==> src/rtl/branch_predict_unit.sv <==
// Branch resolution for the EX stage plus a direct-mapped table of
// saturating counters that predicts conditional branches in IF and
// tracks branch/mispredict statistics.
module branch_predict_unit #(
    parameter int PC_WIDTH    = 32,
    parameter int BHT_ENTRIES = 16,
    parameter int CTR_WIDTH   = 2,
    parameter int STAT_WIDTH  = 32
) (
    input  logic                  clk,
    input  logic                  rst,
    input  logic [PC_WIDTH-1:0]   IF_PC,
    input  logic                  IF_Branch,
    output logic                  Predict_Taken,
    input  logic                  EX_Branch,
    input  logic [PC_WIDTH-1:0]   EX_PC,
    input  logic                  EX_Predicted,
    input  logic [2:0]            funct3,
    input  logic                  Zflag,
    input  logic                  Sflag,
    input  logic                  Vflag,
    input  logic                  Cflag,
    output logic                  BranchTaken,
    output logic                  Mispredict,
    output logic [STAT_WIDTH-1:0] Branch_Count,
    output logic [STAT_WIDTH-1:0] Mispredict_Count
);

    localparam int IDX = $clog2(BHT_ENTRIES);
    // Weakly-not-taken: MSB clear, all lower bits set (0 when one bit wide)
    localparam logic [CTR_WIDTH-1:0] CTR_RESET = CTR_WIDTH'((1 << (CTR_WIDTH - 1)) - 1);

    typedef enum logic [2:0] {
        F3_BEQ  = 3'b000,
        F3_BNE  = 3'b001,
        F3_BLT  = 3'b100,
        F3_BGE  = 3'b101,
        F3_BLTU = 3'b110,
        F3_BGEU = 3'b111
    } funct3_e;

    logic [IDX-1:0]        if_idx;
    logic [IDX-1:0]        ex_idx;
    logic                  cond;
    logic                  legal;
    logic                  update_en;
    logic [CTR_WIDTH-1:0]  ex_ctr;

    logic [CTR_WIDTH-1:0]  bht_q [BHT_ENTRIES];
    logic [CTR_WIDTH-1:0]  bht_d [BHT_ENTRIES];
    logic [STAT_WIDTH-1:0] branch_count_q, branch_count_d;
    logic [STAT_WIDTH-1:0] mispredict_count_q, mispredict_count_d;

    logic unused_pc_bits;
    assign unused_pc_bits = ^{IF_PC[1:0], IF_PC[PC_WIDTH-1:IDX+2],
                              EX_PC[1:0], EX_PC[PC_WIDTH-1:IDX+2]};

    assign if_idx = IF_PC[IDX+1:2];
    assign ex_idx = EX_PC[IDX+1:2];

    // Decode the branch condition from funct3 and the ALU flags
    always_comb begin
        cond  = 1'b0;
        legal = 1'b1;
        case (funct3)
            F3_BEQ:  cond = Zflag;
            F3_BNE:  cond = ~Zflag;
            F3_BLT:  cond = Sflag ^ Vflag;
            F3_BGE:  cond = ~(Sflag ^ Vflag);
            F3_BLTU: cond = ~Cflag;
            F3_BGEU: cond = Cflag;
            default: legal = 1'b0;
        endcase
    end

    assign update_en     = EX_Branch & legal;
    assign BranchTaken   = EX_Branch & cond;
    assign Mispredict    = update_en & (cond != EX_Predicted);
    // Reads the registered table only, so a same-cycle EX write is not bypassed
    assign Predict_Taken = IF_Branch & bht_q[if_idx][CTR_WIDTH-1];

    assign Branch_Count     = branch_count_q;
    assign Mispredict_Count = mispredict_count_q;
    assign ex_ctr           = bht_q[ex_idx];

    // Next-state of the counter table: saturating step on the EX entry
    always_comb begin
        bht_d = bht_q;
        if (update_en) begin
            if (cond) begin
                if (ex_ctr != '1) bht_d[ex_idx] = ex_ctr + CTR_WIDTH'(1);
            end else begin
                if (ex_ctr != '0) bht_d[ex_idx] = ex_ctr - CTR_WIDTH'(1);
            end
        end
    end

    // Next-state of the saturating statistics counters
    always_comb begin
        branch_count_d     = branch_count_q;
        mispredict_count_d = mispredict_count_q;
        if (update_en && branch_count_q != '1)
            branch_count_d = branch_count_q + STAT_WIDTH'(1);
        if (Mispredict && mispredict_count_q != '1)
            mispredict_count_d = mispredict_count_q + STAT_WIDTH'(1);
    end

    // State registers, cleared asynchronously
    always_ff @(posedge clk or negedge rst) begin
        if (!rst) begin
            for (int unsigned i = 0; i < BHT_ENTRIES; i++) bht_q[i] <= CTR_RESET;
            branch_count_q     <= '0;
            mispredict_count_q <= '0;
        end else begin
            bht_q              <= bht_d;
            branch_count_q     <= branch_count_d;
            mispredict_count_q <= mispredict_count_d;
        end
    end

endmodule
==> config.mk <==
export PLATFORM = sky130hd
export DESIGN_NAME = branch_predict_unit
export DESIGN_NICKNAME = d
export VERILOG_FILES = /design/src/rtl/branch_predict_unit.sv
export SDC_FILE = /design/constraint.sdc
export NUM_CORES = 1
export LEC_CHECK = 0
export CAP_MARGIN = 30
export CORE_UTILIZATION = 43
export DETAILED_ROUTE_END_ITERATION = 7
export GPL_ROUTABILITY_DRIVEN = 0
export PLACE_DENSITY_LB_ADDON = 0.2
export SYNTH_ARGS = -nofsm -noshare
export SYNTH_HDL_FRONTEND = slang
export SYNTH_SLANG_ARGS = --single-unit
export TNS_END_PERCENT = 10
==> constraint.sdc <==
create_clock -name clk -period 2.55 [get_ports clk]
set_input_delay 0.51 -clock clk [delete_from_list [all_inputs] [get_ports clk]]
set_output_delay 0.51 -clock clk [all_outputs]
set_load 0.005 [all_outputs]
Word level (Yosys, flattened, before mapping)
Cells that the tools add are included.
Cells by class
  add/subtract/negate cells: 4
  multipliers: 0
  div/mod/pow operators: 0
  order comparisons: 3
  equal/unequal tests: 10
  shift-type cells: 0
  mux-type cells: 15
  bitwise operators: 10
  reductions and logical operators: 8
Operators with widths (count)
  32-bit two-way mux: 3
  32-bit by 1-bit adder with 32-bit output (second input constant): 2
  32-bit bitwise mux: 2
  32-bit inequality test (second input constant): 2
  2-bit binary-select mux with 4-bit select: 2
  3-bit == test (second input constant): 4
  5-bit greater-or-equal comparator (second input constant): 2
  2-bit two-way mux: 5
  4-bit inverter with 5-bit output: 2
  2-bit demux with 4-bit select: 1
  1-bit one-hot mux with 6 select lines: 1
  6-bit OR reduction: 1
  5-bit by 1-bit < comparator with 1-bit output (second input constant): 1
  1-bit AND: 4
  2-bit nonzero test: 2
  3-bit by 1-bit == test with 1-bit output (second input constant): 1
  1-bit logical AND: 3
  3-bit zero test: 1
  1-bit inverter: 3
  3-bit AND reduction: 1
  2-bit by 1-bit adder with 2-bit output (second input constant): 1
  2-bit by 1-bit inequality test with 1-bit output (second input constant): 1
  2-bit inequality test (second input constant): 1
  2-bit by 1-bit subtractor with 2-bit output (second input constant): 1
  other kinds (3): 3
Storage, ports and cells
  bits in registers: 96
  bits in latches: 0
  RAM bits: 0
  memory bits (read-only): 0
  bits of input ports: 76
  logic and storage cells: 68
  memories kept: 0

Depth between registers and ports, before layout
  depth after elaboration: 8
  depth in mapped cells: 10

Worst setup path after synthesis
Ideal clock, no wire load.
  kind: input port to flip-flop
  start point: input EX_PC[2]
  end point: register bht_q[17] in the netlist's numbering
  setup time: 125 ps
  arrival: 2957 ps
  data required time: 2425 ps
  setup slack: -532 ps
  stages on the path: 10
  path buffers: 3
  path through: buf_4 > mux4_2 > a221oi_2 > buf_2 > inv_1 > ha_1 > mux2i_4 > buf_2 > nand4_1 > mux2_2
On the way
  cells in the longest elaborated chain, start to end: 8
  elaborated cells on any way between the ends: 21
  classes of those cells: add/sub: 2; order compare: 2; eq/ne: 2; mux: 10; bitwise: 1; reduce/logical: 4
Ends and longest elaborated chain
  start: declaration: line 16  | input logic [PC_WIDTH-1:0] EX_PC,
  4-bit inverter with 5-bit output (not written as such) (*): line 84, 91, 93
  2-bit binary-select mux with 4-bit select (tied with other cells): line 84  | assign ex_ctr = bht_q[ex_idx];
  2-bit two-way mux (not written as such) or 1-bit logical AND (tied branches): line 84, 91, 93
  2-bit two-way mux (on tied branches): line 84, 91, 93
  2-bit by 1-bit subtractor with 2-bit output (tied with other cells): line 93  | if (ex_ctr != '0) bht_d[ex_idx] = ex_ctr - CTR_WIDTH'(1);
  32-bit bitwise mux (on tied branches): line 93, 91
  32-bit two-way mux (on tied branches): line 93, 91
  32-bit two-way mux: line 90  | if (cond) begin
  end signal: assignment: line 115  | bht_q <= bht_d;
  end: declaration: line 49  | logic [CTR_WIDTH-1:0] bht_q [BHT_ENTRIES];
Mark *: on every way between the ends. The rest lies on a longest branch, timed or not. The select of a mux whose other input is x is not followed.
A chain may end at the register's enable or synchronous reset.

Worst setup path after layout
  start point: register bht_q[11] in the netlist's numbering
  end point: output Predict_Taken
On the way
  cells in the longest elaborated chain, start to end: 4
Ends and longest elaborated chain
  2-bit binary-select mux with 4-bit select: line 80  | assign Predict_Taken = IF_Branch & bht_q[if_idx][CTR_WIDTH-1];
  2-bit two-way mux (not written as such) (2 in a row): line 80
  1-bit AND: line 80
  end: declaration: line 14  | output logic Predict_Taken,
No other way between the ends. The select of a mux whose other input is x is not followed.

==> reports/metrics.yaml <==
whs_ns: 0.225
maxCapViolCount: 0
synth_area_per_cell_um2: 11.8
wl_per_cell_um: 16.8
finalInstanceArea_um2: 6780
wl_um: 11800
r2r_start: "bht_q[11]"
place_inst: 674
ant_nets: 0
initial_utilization_pct: 44.7
peakVddDrop_v: 0.000430
grt_pass1_vias: 3855
period_share_pct: 106
syn_inst: 414
cts_tree: "done"
cts_buffer_depth: 2
yosysWarnings: 0
maxSlewHeadroom_pct: 48.5
finalSetupViolCount: 33
r2r_cells: 8
layout.cells.non_filler: 698
die_h_um: 109
critPathLaunch: "bht_q[11]"
hold_viol: 0
finalClockSkew_ns: 0.00757
max_freq_mhz: 371
antenna_found_initial: 0
rsz0062_at_grt: "true"
start_kind: "register"
htreeDepth: 3
core_um2: 11000
seq_area_frac_synth_pct: 49.4
dpl_cell_area_um2: 6300
grt_max_degree: 61
die_area_um2: 11800
io_buffers: 86
drtPass1Iterations: 4
finalWorstSetupSlack_ns: -0.142
hold_buffers: 0
drive_above_1_share_pct: 29.0
synth-edff-count: 0
pre_cts_slack_ns: -1.05
r2r_slack_ns: -0.13
violations: "negative setup slack"
cp-end-kind: "output port"
status: "finished, violations left"
crit_required_ns: 2.04
num_antenna_cells: 0
synth.area.top_cells: "dfrtp_1, xnor2_1, dfstp_2, mux2_2, mux4_2"
clock-sinks: 96
drt-initial-drc-count: 197
crit_type: "register to output port"
ioPinCount: 143
area_delta_synth_final_pct: 38.3
postSynth.asyncResetShare_pct: 100
grt_pass1_wl_um: 19400
period_minus_slack_ns: 2.69
syn_area_um2: 4900
grtUsageTotal_pct: 21.5
drv_slew: 0
crit_arrival_ns: 2.18
drc: 0
die_w_um: 109
finalSetupTns_ns: -2.42
ys_types: 46
synthFlopType: "dfrtp_1"
worst_pin_slew_ns: 0.773
grt_overflow: 0
clock_latency_ns: 0.34
synth_top_area_cell: "dfrtp_1"
dpl.hpwl_um: 8240
via_count: 3827
worst_r2r_endpoint: "bht_q[7]"
yosysTopAreaCellShare_pct: 40.8
synth_seq_cells: 96
min_path_type: "input pin to asynchronous set/reset pin"
synthesis.nets: 494
ctsRootBufferMaster: "clkbuf_16"
rows: 38
leakagePower_nw: 2.83
pwr_density_cell_nw_per_um2: 788
crit_fanout: 2
vias_per_cell: 5.48
nets: 633
critPathCapture: "Predict_Taken"
cts_buffers: 9
clk_pin_slew_worst_paths_ns: 0.07
==> cells in the mapped netlist (all sizes together), types with 2 or more instances <==
| library cell | count |
|---|---|
| dfrtp | 80 |
| xnor2 | 54 |
| nand4 | 45 |
| mux2 | 34 |
| nand3 | 26 |
| nor2 | 23 |
| nand2 | 22 |
| dfstp | 16 |
| mux4 | 14 |
| xor2 | 13 |
| and3 | 12 |
| inv | 11 |
| nor3 | 9 |
| buf | 8 |
| and2 | 6 |
| nor2b | 6 |
| clkbuf | 4 |
| ha | 4 |
| or3 | 4 |
| nor4 | 3 |
| a31oi | 2 |
| mux2i | 2 |
| nand2b | 2 |
| o21a | 2 |
==> where the power goes <==
part / internal [mW] / switching, mW / total [mW]
Clock: 0.861 / 0.590 / 1.45
Combinational: 1.01 / 0.654 / 1.66
Sequential: 1.93 / 0.302 / 2.23
Total: 3.80 / 1.55 / 5.34
==> critical path, cell delays in order, from the launching register on <==
cell and delay (ns):
dfrtp_1 0.39, buf_4 0.14, buf_6 0.10, mux4_2 0.47, mux4_2 0.47, and2_4 0.15, buf_6 0.10
==> cell families (layout without fill, tap and decap cells) <==
kind of cell,after synthesis,count (layout),synth area share (%)
and+or+nand+nor,163,163,18.4
DFF,96,96,49.4
xor gates and xnor gates,67,67,12.0
muxes,50,50,15.0
buffers and inverters,23,167,2.14
AOI/OAI and AO/OA,11,11,2.12
adders and majority gates,4,4,1.02
==> per-stage QoR <==
stage	power, mW	utilization, %
final	5.34	61.8
after global routing	5.59	61.8
after CTS	5.32	61.5
after detailed placement	3.71	57.4
after global placement	3.64	57.3
after floorplan	2.99	-
==> routing by layer <==
| layer | vias up | track usage, % | wire [um] |
|---|---|---|---|
| met5 | - | 0 | 0 |
| met4 | 0 | 7.34 | 185 |
| met1 | 1915 | 29.1 | 5280 |
| li1 | 1779 | - | - |
| met2 | 119 | 34.9 | 5650 |
| met3 | 14 | 3.59 | 637 |
==> final cells by class <==
class,instances,area [um2]
multi-input cells,295,2460
fillers,877,4200
flip-flops and latches,96,2420
well taps,140,175
inverters,11,43.8
clock inverters,7,92.6
repair buffers,140,1360
clock buffers,9,225
==> worst min-delay path by stage <==
stage	endpoint	depth (start not counted)	slack, ns	start
CTS	Mispredict_Count[24]	1	0.27	rst
global placement	Branch_Count[15]	1	0.47	Branch_Count[15]
detailed placement	Branch_Count[15]	1	0.48	Branch_Count[15]
floorplan	Branch_Count[0]	0	0.21	rst
finish	Mispredict_Count[20]	1	0.23	rst
global route	Mispredict_Count[24]	1	0.30	rst
==> what timing repair did <==
| action | CTS | global route |
|---|---|---|
| setup endpoints to repair | 35 | 35 |
| setup buffers | 4 | 2 |
| pin swaps | 15 | 1 |
| resized for setup | 42 | 4 |
| cloned | 2 | 0 |
==> cells in the final DEF, fill, tap and decap left out, types with 4 or more instances in the layout <==
| master | instances |
|---|---|
| dfrtp_1 | 80 |
| clkdlybuf4s50_1 | 77 |
| nand3_1 | 25 |
| mux4_2 | 14 |
| nor2b_1 | 6 |
| buf_12 | 4 |
| and2_1 | 5 |
| buf_6 | 13 |
| nor2_2 | 5 |
| nor2_1 | 18 |
| xnor2_1 | 52 |
| dlygate4sd2_1 | 4 |
| mux2_2 | 32 |
| and3_1 | 12 |
| nand4_1 | 44 |
| buf_4 | 39 |
| inv_1 | 10 |
| xor2_1 | 11 |
| nand2_1 | 22 |
| nor3_1 | 9 |
| clkbuf_16 | 9 |
| dfstp_2 | 16 |
No activity file was read; power rests on OpenSTA's default activity.
